**src/rtl/dmem_port_arbiter_if.sv**
```systemverilog
// Bus bundle for dmem_port_arbiter: pipeline MEM-stage port, host/loader port and DataMemory port.
// The arbiter connects through the slave modport; the surrounding logic uses master.
interface dmem_port_arbiter_if #(
    parameter int ADDR_W = 32,
    parameter int DATA_W = 32
);
    logic              pipe_req;
    logic              pipe_we;
    logic [ADDR_W-1:0] pipe_addr;
    logic [DATA_W-1:0] pipe_wdata;
    logic [DATA_W-1:0] pipe_rdata;
    logic              pipe_stall;

    logic              host_req;
    logic              host_we;
    logic [ADDR_W-1:0] host_addr;
    logic [DATA_W-1:0] host_wdata;
    logic              host_gnt;
    logic [DATA_W-1:0] host_rdata;

    logic              mem_en;
    logic              mem_we;
    logic [ADDR_W-1:0] mem_addr;
    logic [DATA_W-1:0] mem_wdata;
    logic [DATA_W-1:0] mem_rdata;

    logic              busy;

    modport slave (
        input  pipe_req, pipe_we, pipe_addr, pipe_wdata,
        input  host_req, host_we, host_addr, host_wdata,
        input  mem_rdata,
        output pipe_rdata, pipe_stall, host_gnt, host_rdata,
        output mem_en, mem_we, mem_addr, mem_wdata, busy
    );

    modport master (
        output pipe_req, pipe_we, pipe_addr, pipe_wdata,
        output host_req, host_we, host_addr, host_wdata,
        output mem_rdata,
        input  pipe_rdata, pipe_stall, host_gnt, host_rdata,
        input  mem_en, mem_we, mem_addr, mem_wdata, busy
    );
endinterface

```
**src/rtl/dmem_port_arbiter.sv**
```systemverilog
// Single-port DataMemory arbiter between the MEM stage and the host loader, with bounded host starvation.
// Optional perf counters are enabled by defining DMEM_ARB_PERF_EN.
module dmem_port_arbiter #(
    parameter int ADDR_W        = 32,
    parameter int DATA_W        = 32,
    parameter int MEM_LAT       = 2,
    parameter int HOST_MAX_WAIT = 4
) (
    input  logic                 clk,
    input  logic                 rst,
    dmem_port_arbiter_if.slave   arb_bus
`ifdef DMEM_ARB_PERF_EN
    ,
    output logic [31:0]          perf_stall_cycles,
    output logic [15:0]          perf_host_grants
`endif
);

    typedef enum logic [1:0] {
        IDLE   = 2'd0,
        BUSY_P = 2'd1,
        BUSY_H = 2'd2
    } state_t;

    state_t            r_state;
    state_t            w_state_next;
    logic [2:0]        r_lat_cnt;
    logic [3:0]        r_loss_cnt;
    logic              r_we;
    logic [DATA_W-1:0] r_pipe_rdata;
    logic [DATA_W-1:0] r_host_rdata;

    logic              w_idle;
    logic              w_done;
    logic              w_grant_host;
    logic              w_issue;
    logic              w_we;
    logic [ADDR_W-1:0] w_addr;
    logic [DATA_W-1:0] w_wdata;
    logic              w_pipe_cpl;
    logic              w_pipe_rd_done;
    logic              w_host_gnt;
    logic              w_host_rd_done;

    assign w_idle       = (r_state == IDLE);
    assign w_done       = !w_idle && (r_lat_cnt == 3'd1);
    assign w_grant_host = arb_bus.host_req &&
                          (!arb_bus.pipe_req || (r_loss_cnt >= 4'(HOST_MAX_WAIT)));
    // Gating with rst keeps the issue strobe and stall low during reset without waiting for a clock.
    assign w_issue      = rst && w_idle && (arb_bus.pipe_req || arb_bus.host_req);

    assign w_we    = w_grant_host ? arb_bus.host_we    : arb_bus.pipe_we;
    assign w_addr  = w_grant_host ? arb_bus.host_addr  : arb_bus.pipe_addr;
    assign w_wdata = w_grant_host ? arb_bus.host_wdata : arb_bus.pipe_wdata;

    // NOTE: every signal assigned in always_comb gets a default first, so no path can infer a latch.
    always_comb begin
        w_state_next   = r_state;
        w_pipe_cpl     = 1'b0;
        w_host_gnt     = 1'b0;
        unique case (r_state)
            IDLE: begin
                if (w_issue) w_state_next = w_grant_host ? BUSY_H : BUSY_P;
            end
            BUSY_P: begin
                w_pipe_cpl = w_done;
                if (w_done) w_state_next = IDLE;
            end
            BUSY_H: begin
                w_host_gnt = w_done;
                if (w_done) w_state_next = IDLE;
            end
            default: w_state_next = IDLE;
        endcase
    end

    // A flushed pipe access still completes, but its read data is dropped.
    assign w_pipe_rd_done = w_pipe_cpl && !r_we && arb_bus.pipe_req;
    assign w_host_rd_done = w_host_gnt && !r_we;

    assign arb_bus.mem_en     = w_issue;
    assign arb_bus.mem_we     = w_issue && w_we;
    assign arb_bus.mem_addr   = w_addr;
    assign arb_bus.mem_wdata  = w_wdata;
    assign arb_bus.pipe_stall = rst && arb_bus.pipe_req && !w_pipe_cpl;
    assign arb_bus.pipe_rdata = w_pipe_rd_done ? arb_bus.mem_rdata : r_pipe_rdata;
    assign arb_bus.host_gnt   = w_host_gnt;
    assign arb_bus.host_rdata = w_host_rd_done ? arb_bus.mem_rdata : r_host_rdata;
    assign arb_bus.busy       = !w_idle;

    // NOTE: sequential state uses non-blocking assignments so all registers update from pre-edge values.
    always_ff @(posedge clk or negedge rst) begin
        if (!rst) begin
            r_state      <= IDLE;
            r_lat_cnt    <= 3'd0;
            r_loss_cnt   <= 4'd0;
            r_we         <= 1'b0;
            r_pipe_rdata <= '0;
            r_host_rdata <= '0;
        end else begin
            r_state <= w_state_next;

            if (w_issue) begin
                r_lat_cnt <= 3'(MEM_LAT);
                r_we      <= w_we;
            end else if (!w_idle) begin
                r_lat_cnt <= r_lat_cnt - 3'd1;
            end

            if (w_issue && w_grant_host)
                r_loss_cnt <= 4'd0;
            else if (w_issue && arb_bus.host_req)
                r_loss_cnt <= (r_loss_cnt == 4'hF) ? r_loss_cnt : r_loss_cnt + 4'd1;
            else if (w_idle && !arb_bus.host_req)
                r_loss_cnt <= 4'd0;

            if (w_pipe_rd_done) r_pipe_rdata <= arb_bus.mem_rdata;
            if (w_host_rd_done) r_host_rdata <= arb_bus.mem_rdata;
        end
    end

`ifdef DMEM_ARB_PERF_EN
    always_ff @(posedge clk or negedge rst) begin
        if (!rst) begin
            perf_stall_cycles <= '0;
            perf_host_grants  <= '0;
        end else begin
            if (arb_bus.pipe_stall && (perf_stall_cycles != '1))
                perf_stall_cycles <= perf_stall_cycles + 32'd1;
            if (w_host_gnt && (perf_host_grants != '1))
                perf_host_grants <= perf_host_grants + 16'd1;
        end
    end
`endif

endmodule

```
**src/flat_wrapper.sv**
```systemverilog
// flat-port wrapper written by rule: the top's interface ports become plain ports
module dmem_port_arbiter_flat 
#(
    parameter int ADDR_W        = 32,
    parameter int DATA_W        = 32,
    parameter int MEM_LAT       = 2,
    parameter int HOST_MAX_WAIT = 4
)
  (clk, rst, arb_bus_pipe_req, arb_bus_pipe_we, arb_bus_pipe_addr, arb_bus_pipe_wdata, arb_bus_host_req, arb_bus_host_we, arb_bus_host_addr, arb_bus_host_wdata, arb_bus_mem_rdata, arb_bus_pipe_rdata, arb_bus_pipe_stall, arb_bus_host_gnt, arb_bus_host_rdata, arb_bus_mem_en, arb_bus_mem_we, arb_bus_mem_addr, arb_bus_mem_wdata, arb_bus_busy);
  dmem_port_arbiter_if #(.ADDR_W(ADDR_W), .DATA_W(DATA_W)) arb_bus_i ();
  input  logic clk;
  input  logic rst;
  input wire logic [$bits(arb_bus_i.pipe_req)-1:0] arb_bus_pipe_req;
  input wire logic [$bits(arb_bus_i.pipe_we)-1:0] arb_bus_pipe_we;
  input wire logic [$bits(arb_bus_i.pipe_addr)-1:0] arb_bus_pipe_addr;
  input wire logic [$bits(arb_bus_i.pipe_wdata)-1:0] arb_bus_pipe_wdata;
  input wire logic [$bits(arb_bus_i.host_req)-1:0] arb_bus_host_req;
  input wire logic [$bits(arb_bus_i.host_we)-1:0] arb_bus_host_we;
  input wire logic [$bits(arb_bus_i.host_addr)-1:0] arb_bus_host_addr;
  input wire logic [$bits(arb_bus_i.host_wdata)-1:0] arb_bus_host_wdata;
  input wire logic [$bits(arb_bus_i.mem_rdata)-1:0] arb_bus_mem_rdata;
  output wire logic [$bits(arb_bus_i.pipe_rdata)-1:0] arb_bus_pipe_rdata;
  output wire logic [$bits(arb_bus_i.pipe_stall)-1:0] arb_bus_pipe_stall;
  output wire logic [$bits(arb_bus_i.host_gnt)-1:0] arb_bus_host_gnt;
  output wire logic [$bits(arb_bus_i.host_rdata)-1:0] arb_bus_host_rdata;
  output wire logic [$bits(arb_bus_i.mem_en)-1:0] arb_bus_mem_en;
  output wire logic [$bits(arb_bus_i.mem_we)-1:0] arb_bus_mem_we;
  output wire logic [$bits(arb_bus_i.mem_addr)-1:0] arb_bus_mem_addr;
  output wire logic [$bits(arb_bus_i.mem_wdata)-1:0] arb_bus_mem_wdata;
  output wire logic [$bits(arb_bus_i.busy)-1:0] arb_bus_busy;
  assign arb_bus_i.pipe_req = arb_bus_pipe_req;
  assign arb_bus_i.pipe_we = arb_bus_pipe_we;
  assign arb_bus_i.pipe_addr = arb_bus_pipe_addr;
  assign arb_bus_i.pipe_wdata = arb_bus_pipe_wdata;
  assign arb_bus_i.host_req = arb_bus_host_req;
  assign arb_bus_i.host_we = arb_bus_host_we;
  assign arb_bus_i.host_addr = arb_bus_host_addr;
  assign arb_bus_i.host_wdata = arb_bus_host_wdata;
  assign arb_bus_i.mem_rdata = arb_bus_mem_rdata;
  assign arb_bus_pipe_rdata = arb_bus_i.pipe_rdata;
  assign arb_bus_pipe_stall = arb_bus_i.pipe_stall;
  assign arb_bus_host_gnt = arb_bus_i.host_gnt;
  assign arb_bus_host_rdata = arb_bus_i.host_rdata;
  assign arb_bus_mem_en = arb_bus_i.mem_en;
  assign arb_bus_mem_we = arb_bus_i.mem_we;
  assign arb_bus_mem_addr = arb_bus_i.mem_addr;
  assign arb_bus_mem_wdata = arb_bus_i.mem_wdata;
  assign arb_bus_busy = arb_bus_i.busy;
  dmem_port_arbiter #(.ADDR_W(ADDR_W), .DATA_W(DATA_W), .MEM_LAT(MEM_LAT), .HOST_MAX_WAIT(HOST_MAX_WAIT)) u_core (.clk(clk), .rst(rst), .arb_bus(arb_bus_i));
endmodule
```
**config.mk**
```make
export PLATFORM = sky130hd
export DESIGN_NAME = dmem_port_arbiter_flat
export DESIGN_NICKNAME = d
export VERILOG_FILES = /design/src/rtl/dmem_port_arbiter_if.sv /design/src/rtl/dmem_port_arbiter.sv /design/src/flat_wrapper.sv
export SDC_FILE = /design/constraint.sdc
export NUM_CORES = 1
export LEC_CHECK = 0
export ABC_AREA = 0
export CORE_AREA = 2 2 117 119
export DETAILED_ROUTE_END_ITERATION = 12
export DIE_AREA = 0 0 119 121
export GPL_ROUTABILITY_DRIVEN = 0
export PLACE_DENSITY_LB_ADDON = 0.08
export SLEW_MARGIN = 5
export SYNTH_ARGS = -nofsm -noshare
export SYNTH_HDL_FRONTEND = slang
export SYNTH_SLANG_ARGS = --single-unit
```
**constraint.sdc**
```tcl
create_clock -name clk -period 3.31 [get_ports clk]
set_input_delay 0.662 -clock clk [delete_from_list [all_inputs] [get_ports clk]]
set_output_delay 0.662 -clock clk [all_outputs]
set_load 0.02 [all_outputs]
```
Yosys cells after proc, flatten, opt, wreduce, memory -nomap -nowiden
Index checks and enable logic that the tools add are counted.
{ "classes": {"magnitude_cmp": 1, "mux": 17, "n_eq_ne": 7, "addsub": 2, "n_reduce_logical": 25} }
{ "op_table": {"columns": ["cell", "count"], "rows": [
  ["32-bit two-way mux", 4],
  ["4-bit two-way mux", 4],
  ["1-bit logical AND", 13],
  ["2-bit two-way mux", 3],
  ["3-bit two-way mux", 2],
  ["1-bit zero test", 5],
  ["4-bit by 1-bit adder with 4-bit output (second input constant)", 1],
  ["4-bit equality test (second input constant)", 1],
  ["4-bit by 3-bit >= comparator with 1-bit output (second input constant)", 1],
  ["2-bit case mux with 2 select lines", 1],
  ["2-bit AND reduction", 2],
  ["3-bit by 1-bit equality test with 1-bit output (second input constant)", 1],
  ["1-bit two-way mux", 3],
  ["3-bit by 2-bit inequality test with 1-bit output (second input constant)", 1],
  ["3-bit nonzero test", 1],
  ["3-bit by 1-bit subtractor with 3-bit output (second input constant)", 1],
  ["2-bit by 1-bit equality test with 1-bit output (second input constant)", 1],
  ["2-bit equality test (second input constant)", 1],
  ["2-bit zero test", 1],
  ["1-bit logical OR", 2],
  ["2-bit by 1-bit inequality test with 1-bit output (second input constant)", 1],
  ["2-bit inequality test (second input constant)", 1],
  ["2-bit OR reduction", 1]
]} }
{ "word_totals": {"regBits": 74} }

Longest topological paths before layout
{ "depth": {"ltp_word": 7, "ltp_mapped": 7, "mapped_depth_nobuf": 6} }

Worst setup path before layout
OpenSTA, ideal clock, no wires.
{ "synth_path": {"path_kind": "in2out", "from": "input arb_bus_pipe_req", "to": "output arb_bus_mem_addr[0]", "required_time_ns": 2.648, "path_stages": 5, "arrival_ns": 1.750, "path_buffers": 2, "setup_slack_ns": 0.898, "cell_sequence": "or3b_1 -> nand2_2 -> buf_12 -> buf_12 -> mux2_4"} }
{ "synth_via": {"elab_chain_len": 4} }
{ "synth_lines": {"columns": ["item", "line", "text"], "rows": [
  ["start: declaration", "flat_wrapper.sv:13", "input wire logic [$bits(arb_bus_i.pipe_req)-1:0] arb_bus_pipe_req;"],
  ["1-bit zero test", "dmem_port_arbiter.sv:48", "(!arb_bus.pipe_req || (r_loss_cnt >= 4'(HOST_MAX_WAIT)));"],
  ["1-bit logical OR", "dmem_port_arbiter.sv:48", null],
  ["1-bit logical AND", "dmem_port_arbiter.sv:47", "assign w_grant_host = arb_bus.host_req &&"],
  ["32-bit two-way mux", "dmem_port_arbiter.sv:53", "assign w_addr = w_grant_host ? arb_bus.host_addr : arb_bus.pipe_addr;"],
  ["end: declaration", "flat_wrapper.sv:28", "output wire logic [$bits(arb_bus_i.mem_addr)-1:0] arb_bus_mem_addr;"]
]} }
Every way passes these cells.

Worst setup path in the final report
{ "layout_path": {"from": "input arb_bus_pipe_req", "to": "output arb_bus_mem_addr[2]"} }
The elaborated chain is that of the path after synthesis.

==> results.py <==
metrics = {
    "layout": {
        "final_cell_mix": "186 x clkdlybuf4s50_1, 94 x dlygate4sd2_1, 79 x mux2_2, 74 x dfrtp_1, 49 x mux2_4",
        "drive_gt1_frac": 0.2835,
        "n_antenna_cell": 0,
        "layout_commonest_cell": "clkdlybuf4s50_1",
        "finalNonFillerCells": 758,
        "nNetsFinal": 750,
        "syn_to_final_growth_pct": 86.99,
        "postLayoutCoreUtil": 0.5704,
    },
    "synth": {
        "synth_top_cell_by_area": "dfrtp_1",
        "ys_types": 30,
        "synth_seq_cells": 74,
        "synth-seq-area-share": 0.4639,
        "synth_edf_count": 0,
        "synthArstFlopShare": 1.000,
        "syn_nets": 438,
        "syn_inst": 266,
        "synthTopCellsByArea": "dfrtp_1 46%, mux2_2 22%, mux2_4 18%",
        "yosysWarnings": 0,
        "synth_top_cell_area_share": 0.4639,
        "ys.flop_type": "dfrtp_1",
        "syn_area_mm2": 0.003991,
        "syn_area_per_cell_um2": 15.00,
    },
    "clock_network": {
        "cts_sinks": 74,
        "root_buffer": "clkbuf_16",
        "clk_latency_ns": 0.33,
        "cts_tree": "yes",
        "numCtsBuffers": 9,
        "clk_pin_slew_ns": 0.06,
        "htree_levels": 3,
        "clockBufferDepth": 2,
        "holdBufCountCts": 0,
    },
    "floorplan": {
        "die_w_um": 119,
        "die_h_um": 121,
        "core_mm2": 0.01309,
        "start_util": 0.3050,
        "rows": 42,
        "top_level_ports": 299,
        "die-area_mm2": 0.01440,
    },
    "setup_path": {
        "path_class": "in2out",
        "end_kind": "output pin",
        "reg2reg_slack_ns": 1.35,
        "cp.required_ns": 2.65,
        "r2r_end": "u_core.r_pipe_rdata[6]",
        "r2r-start": "u_core.r_state[0]",
        "worst_setup_path_start_kind": "primary input",
        "reg2reg_depth": 6,
        "worstPathMaxFanout": 18,
        "critPathArrivalTime_ns": 2.56,
    },
    "timing": {
        "fin_crit_sh": 0.9743,
        "setup_viol": 0,
        "layout_min_cycle_time_ns": 3.225,
        "worst_pin_slew_ns": 0.8429,
        "max-slew-margin-rel": 0.4381,
        "hold_violations": 0,
        "rsz0062_at_grt": "no",
        "slew_viol_final": 0,
        "fin_worst_skew_ns": 0.005793,
        "tns_ns": 0,
        "max_freq_ghz": 0.3101,
    },
    "status": {
        "status": "finished, final reports clean",
    },
    "pwr": {
        "p_per_area_mw_per_mm2": 628.7,
        "leakagePower_nw": 3.703,
        "ir_drop_uv": 459.6,
    },
    "detailed_routing": {
        "dr.max_layer_used": "met4",
        "dr.pass1.iters": 4,
        "wl_met3_um": 1208,
        "wire_per_inst_um": 17.69,
        "vias": 3337,
        "via_per_inst": 4.402,
        "drt-met1-wl_um": 5025,
        "drcViolationCount": 0,
        "dr_wl_met2_um": 6969,
        "drtIter0Drc": 58,
        "wl_um": 13410,
        "antenna_left": 0,
    },
    "global_routing": {
        "grt_overflow": 0,
        "first_global_vias": 3633,
        "grt_util_all_layers": 0.1851,
        "grt_max_degree": 70,
        "grt_pass1_wl_um": 20590,
        "antenna_found_initial": 0,
    },
    "run": {
        "drv_cap": 0,
    },
    "place": {
        "port_buffers": 298,
        "dp_cells": 740,
        "dp.final_hpwl_um": 10870,
    },
    "min_path": {
        "min_path_type": "in2async",
    },
}
routing by layer:
metal  track usage  vias up
met2        0.3319      155
li1              -     1580
met3       0.06861       12
met4       0.05208        0
met5             0        -
met1        0.2054     1590
power by group:
| group | switching [mW] | internal, mW | total (mW) |
|---|---|---|---|
| sequential | 0.104 | 1.29 | 1.39 |
| combinational | 1.14 | 1.15 | 2.29 |
| clock | 0.355 | 0.654 | 1.01 |
| total | 1.60 | 3.09 | 4.69 |
through the flow:
| step | hold slack (ns) | worst slack [ns] | area [µm²] | total power, mW |
|---|---|---|---|---|
| after global placement | 0.4656 | -0.2172 | 7198 | 3.884 |
| final | 0.1480 | 0.08520 | 7463 | 4.692 |
| after global routing | 0.1471 | 0.001700 | 7463 | 4.979 |
| after CTS | 0.1407 | 0.02442 | 7421 | 4.777 |
| after detailed placement | 0.4806 | -0.2311 | 7198 | 3.928 |
| after floorplan | 0.3664 | 0.8977 | 3991 | 2.687 |
worst max path at each step:
stage                            startpoint                     to  slack (ns)  depth (start not counted)
final                      arb_bus_pipe_req    arb_bus_mem_addr[2]        0.09                          6
after global routing      u_core.r_state[0]  arb_bus_host_rdata[5]       0.002                          7
after CTS                  arb_bus_pipe_req   arb_bus_mem_addr[27]        0.02                          5
after detailed placement   arb_bus_pipe_req    arb_bus_mem_addr[2]       -0.23                          6
after global placement     arb_bus_pipe_req   arb_bus_mem_wdata[5]       -0.22                          6
after floorplan            arb_bus_pipe_req    arb_bus_mem_addr[0]        0.90                          5
logic make-up (layout without fill, tap and decap cells):
kind of cell	after synthesis	count (layout)	synth area share
xor+xnor	1	1	0.002195
simple gates	18	19	0.02696
flops	74	74	0.4640
fa+ha+maj	6	6	0.01881
compound gates	15	15	0.02382
buf+inv	23	338	0.05423
mux	129	129	0.4100
synth_stat cells, types with 2 or more instances:
master	n
mux2_2	79
dfrtp_1	74
mux2_4	49
inv_1	8
buf_12	6
ha_1	6
a21oi_1	4
buf_2	4
nand2_1	4
buf_6	3
nor2_1	3
o21ai_0	3
a22o_1	2
and2_1	2
nor3b_1	2
o211ai_1	2
o22ai_1	2
final cells by class:
class	count	area, µm²
fillers	1165	5622
flip-flops and latches	74	1852
repair buffers	315	3108
clock buffers	10	229.0
inverters	8	30.03
clock inverters	5	80.08
well taps	176	220.2
multi-input cells	170	1944
sequential cells by signal (all words and copies together) (netlist names):
| name | flops |
|---|---|
| u_core.r_pipe_rdata | 32 |
| u_core.r_loss_cnt | 4 |
| u_core.r_we | 1 |
| u_core.r_state | 2 |
| u_core.r_host_rdata | 32 |
| u_core.r_lat_cnt | 3 |
what timing repair did:
action / 4_1_cts / 5_1_grt
setup buffers: 2 / 0
pin swaps: 1 / 0
cloned: 1 / 0
resized for setup: 97 / 17
endpoints found under the setup margin: 107 / 17
critical path: stages:
cell and delay, ns:
clkdlybuf4s50_1 0.47, or3b_4 0.42, nand2_4 0.16, buf_12 0.20, mux2_4 0.31, dlygate4sd2_1 0.32
(Power assumes the default switching activity.)
